==> src/rtl/minterm_extractor.sv <==
// rtl/minterm_extractor.sv - streams the indices of a loaded truth table's minterms or maxterms in ascending order
module minterm_extractor #(
   parameter int N_VARS = 4
) (
   input  logic                   clk,
   input  logic                   reset,
   input  logic                   load,
   input  logic                   mode,
   input  logic [2**N_VARS-1:0]   table_in,
   output logic                   busy,
   output logic                   m_valid,
   input  logic                   m_ready,
   output logic [N_VARS-1:0]      m_index,
   output logic                   m_last,
   output logic                   done,
   output logic [N_VARS:0]        count
);

   localparam int TW = 2**N_VARS;

   typedef enum logic [1:0] {S_IDLE, S_SCAN, S_DONE} state_t;

   state_t            state;
   logic [TW-1:0]     tbl;
   logic [TW-1:0]     rem;
   logic [N_VARS-1:0] idx;
   logic              hit;
   logic              last;

   // rem holds the not-yet-visited part of the table; termination is decided
   // from it before idx increments, so idx never wraps past the final index.
   assign rem  = tbl >> idx;
   assign hit  = rem[0];
   assign last = (rem >> 1) == '0;

   // Outputs decode purely from registered state, so m_ready never reaches m_valid
   // and an asynchronous reset clears them at once.
   assign busy    = (state != S_IDLE);
   assign done    = (state == S_DONE);
   assign m_valid = (state == S_SCAN) && hit;
   assign m_index = idx;
   assign m_last  = m_valid && last;

   always_ff @(posedge clk or posedge reset) begin
      if (reset) begin
         state <= S_IDLE;
         tbl   <= '0;
         idx   <= '0;
         count <= '0;
      end else begin
         case (state)
            S_IDLE: begin
               if (load) begin
                  tbl   <= mode ? ~table_in : table_in;
                  idx   <= '0;
                  count <= '0;
                  state <= S_SCAN;
               end
            end
            S_SCAN: begin
               if (rem == '0) begin
                  state <= S_DONE;
               end else if (!hit) begin
                  idx <= idx + 1'b1;
               end else if (m_ready) begin
                  count <= count + 1'b1;
                  if (last) state <= S_DONE;
                  else      idx   <= idx + 1'b1;
               end
            end
            S_DONE:  state <= S_IDLE;
            default: state <= S_IDLE;
         endcase
      end
   end

endmodule

==> config.mk <==
export PLATFORM = sky130hd
export DESIGN_NAME = minterm_extractor
export DESIGN_NICKNAME = d
export VERILOG_FILES = /design/src/rtl/minterm_extractor.sv
export SDC_FILE = /design/constraint.sdc
export NUM_CORES = 1
export LEC_CHECK = 0
export BUFFER_PORTS_ARGS = -buffer_cell sky130_fd_sc_hd__buf_2
export CAP_MARGIN = 20
export CORE_MARGIN = 3
export CORE_UTILIZATION = 55
export DETAILED_ROUTE_END_ITERATION = 10
export PLACE_DENSITY_LB_ADDON = 0.12
export REMOVE_ABC_BUFFERS = 1
export SYNTH_ARGS = -nofsm -noshare
export SYNTH_HDL_FRONTEND = slang
export SYNTH_SLANG_ARGS = --single-unit
==> constraint.sdc <==
create_clock -name clk -period 2.74 [get_ports clk]
set_input_delay 0 -clock clk [delete_from_list [all_inputs] [get_ports clk]]
set_output_delay 0 -clock clk [all_outputs]
set_load 0.005 [all_outputs]
==> key figures <==
Clocking
  • Clock Path Buffers: 2
  • Clock slew at reported path FFs: 0.14 ns
  • H-tree levels: 1
  • Root Driver: clkbuf_4
  • Clk sink count: 27
  • CTS Buf Count: 3
  • Clk Latency, worst-skew pair: 0.32 ns
  • TritonCTS clock tree: yes

Finish
  • Diodes inserted: 0
  • Layout cells sized above 1: 0.217
  • Area grow syn2layout: 23.2%
  • Util after Layout: 0.719
  • Nets: 268

Timing
  • Period Utilization, post-route: 0.929
  • Final max-slew violation count: 0
  • Slew @ Worst Pin: 0.845 ns
  • Shortest period the worst path allows: 2.54 ns
  • PnR worst setup slack: 0.195 ns
  • Clk_skew: 0.00240 ns
  • Slew margin rel.: 0.435
  • RSZ-0062 raised after global routing: no
  • # setup viols final: 0
  • Final hold vios: 0
  • Achievable frequency: 393 MHz
  • WHS: 0.00780 ns
  • Fin Setup TNS: 0 ns

Pwr
  • PD cells: 1060 mW/mm²
  • Tot Pwr: 2.36 mW
  • Maximum VDD drop: 0.000575 V
  • Reported leakage power: 1.00 nW

Die
  • Top Ports: 34
  • Die X: 63.4 µm
  • Die Ht: 63.4 µm
  • Row Count: 20
  • Starting Density: 0.583
  • Core area: 0.00310 mm²
  • Die area: 0.00402 mm²

Logic synthesis
  • Syn. warnings: 0
  • Post-synth top cells: nand2_1 (29), dfrtp_1 (27), o21ai_0 (26)
  • Gate count after technology mapping: 197
  • Synth top area share: 0.373
  • Count leader, synth: nand2_1
  • Largest area contributor in the netlist: dfrtp_1
  • Post-synth ARST share: 1.00
  • Ys flop type: dfrtp_1
  • Post-synthesis sequential area ratio: 0.373
  • Post-synth EDFFs: 0
  • Main area contributors after synthesis: dfrtp_1 (37%), o21ai_0 (7.2%), nand2_1 (6.0%)
  • Post-Syn Area: 0.00181 mm²
  • Number of synthesized register bits: 27
  • Syn avg cell area: 9.19 µm²
  • Cell variety after synth: 41

Critical path
  • Crit path required time: 2.74 ns
  • CP Max Fanout: 7
  • WP buf/inv: 2
  • Max incr delay on CP: 0.54 ns
  • CP Launch Type: flop
  • Slowest cell on crit path: mux4_2
  • Worst setup EP type: primary output
  • Worst EP arrival: 2.54 ns
  • CP delay by family, top: compound AO/OA/AOI/OAI gates
  • Worst setup path category: reg2out
  • Critical path cell sequence: buf_4 > mux4_2 > a2111oi_2 > o32ai_1 > a22oi_4 > and2_1 > buf_2

Route
  • Detailed-route DRC error count: 0
  • DR vias/cell: 5.68
  • Drt pass-1 iters: 4
  • Detailed Route WL: 4.27 mm
  • Final ANT Viol Nets: 0
  • Initial drt markers: 76
  • DR vias: 1635
  • Routed WL per cell: 14.8 µm

Place
  • GP Congestion: 0.888
  • Port bufs: 33
  • Pre-CTS WS: 0.218 ns
  • Post-DP HPWL: 2.93 mm

Global routing
  • GR Overflow Total: 0
  • Initial antenna violation count: 0
  • Largest net degree at the start of global routing: 30
  • Vias in the first global route: 1549
  • First-pass GRT wire length: 7.38 mm
  • Overall routing resource usage: 0.232

Status
  • Status: finished, final reports clean

Hold path
  • Worst Hold Class: in2reg

Job
  • Max_cap viols: 0
per-layer routing:
metal  routed length, µm  track usage  up-vias
li1                    -            -      791
met2                2240        0.404       43
met5                   0            0        -
met3                 153       0.0285        4
met4                  27       0.0647        0
met1                1850        0.301      797
state kept, by name, indices dropped and copies added (netlist names):
signal,count
m_index,4
count,5
tbl,16
state,2
through the flow:
stage | cells | area, µm²
after global placement | 262 | 1970
after detailed placement | 262 | 1970
after global routing | 288 | 2230
final | 288 | 2230
after CTS | 283 | 2170
after floorplan | 183 | 1740
final timing paths:
| path | from | end | slack (ns) | depth (start not counted) |
|---|---|---|---|---|
| min in group asynchronous | reset | tbl[11]$_DFFE_PP0P_ | 0.10 | 3 |
| hold / removal | table_in[2] | tbl[2]$_DFFE_PP0P_ | 0.008 | 4 |
| hold reg to reg | count[4]$_DFFE_PP0P_ | count[4]$_DFFE_PP0P_ | 0.48 | 1 |
| setup / recovery | m_index[0]$_DFFE_PP0P_ | m_last | 0.20 | 7 |
| max in group asynchronous | reset | m_index[0]$_DFFE_PP0P_ | 2.25 | 4 |
| setup reg to reg | m_index[0]$_DFFE_PP0P_ | m_index[3]$_DFFE_PP0P_ | 0.41 | 7 |
cells by family after synthesis:
| kind of cell | share of synthesized area |
|---|---|
| AOI/OAI and AO/OA | 0.198 |
| xor gates and xnor gates | 0.0774 |
| adders and majority gates | 0.0138 |
| buffers and inverters | 0.0560 |
| DFF | 0.373 |
| muxes | 0.122 |
| and+or+nand+nor | 0.160 |
report_power, final:
group | switching, mW | internal [mW]
Combinational | 0.666 | 0.655
Sequential | 0.288 | 0.577
Clock | 0.116 | 0.0570
Total | 1.07 | 1.29
what timing repair did:
| action | 4_1_cts | 5_1_grt |
|---|---|---|
| buffers inserted | 0 | 4 |
| resized for setup | 1 | 0 |
| endpoints found under the hold margin | 43 | 0 |
| hold buffers | 17 | 0 |
| setup endpoints to repair | 1 | 1 |
cell type report:
class	instances	area, µm²
clock buffer	4	26.3
tap	44	55.1
inverter	8	30.0
sequential	27	677
fill	264	873
timing repair buffer	57	408
multi-input combinational	148	1030
layout by cell type, fill, tap and decap left out, drive strengths merged:
| master | count |
|---|---|
| buf | 40 |
| nand2 | 29 |
| o21ai | 28 |
| dfrtp | 27 |
| dlygate4sd3 | 17 |
| xnor2 | 12 |
| nor2 | 12 |
| mux2i | 9 |
| inv | 8 |
| a21oi | 6 |
| mux4 | 5 |
| nor2b | 4 |
| and2 | 4 |
| xor2 | 4 |
| a2111oi | 4 |
| a211oi | 4 |
| clkbuf | 4 |
| nand2b | 3 |
| nand3 | 3 |
| o211ai | 2 |
| nand3b | 2 |
| a22o | 2 |
| o31ai | 2 |
| ha | 2 |
| nor3b | 2 |
| a22oi | 2 |
| mux2 | 1 |
| a2bb2oi | 1 |
| o32ai | 1 |
| nor3 | 1 |
| nor4b | 1 |
| o311ai | 1 |
| a311oi | 1 |
worst register-to-register path: stages, from the launching register on:
cell and delay, ns:
dfrtp_2 0.48, buf_4 0.17, mux4_2 0.54, a2111oi_2 0.30, o32ai_1 0.18, a22oi_4 0.28
nor2_2 0.09, a22o_1 0.20
No activity file was read; power rests on OpenSTA's default activity.
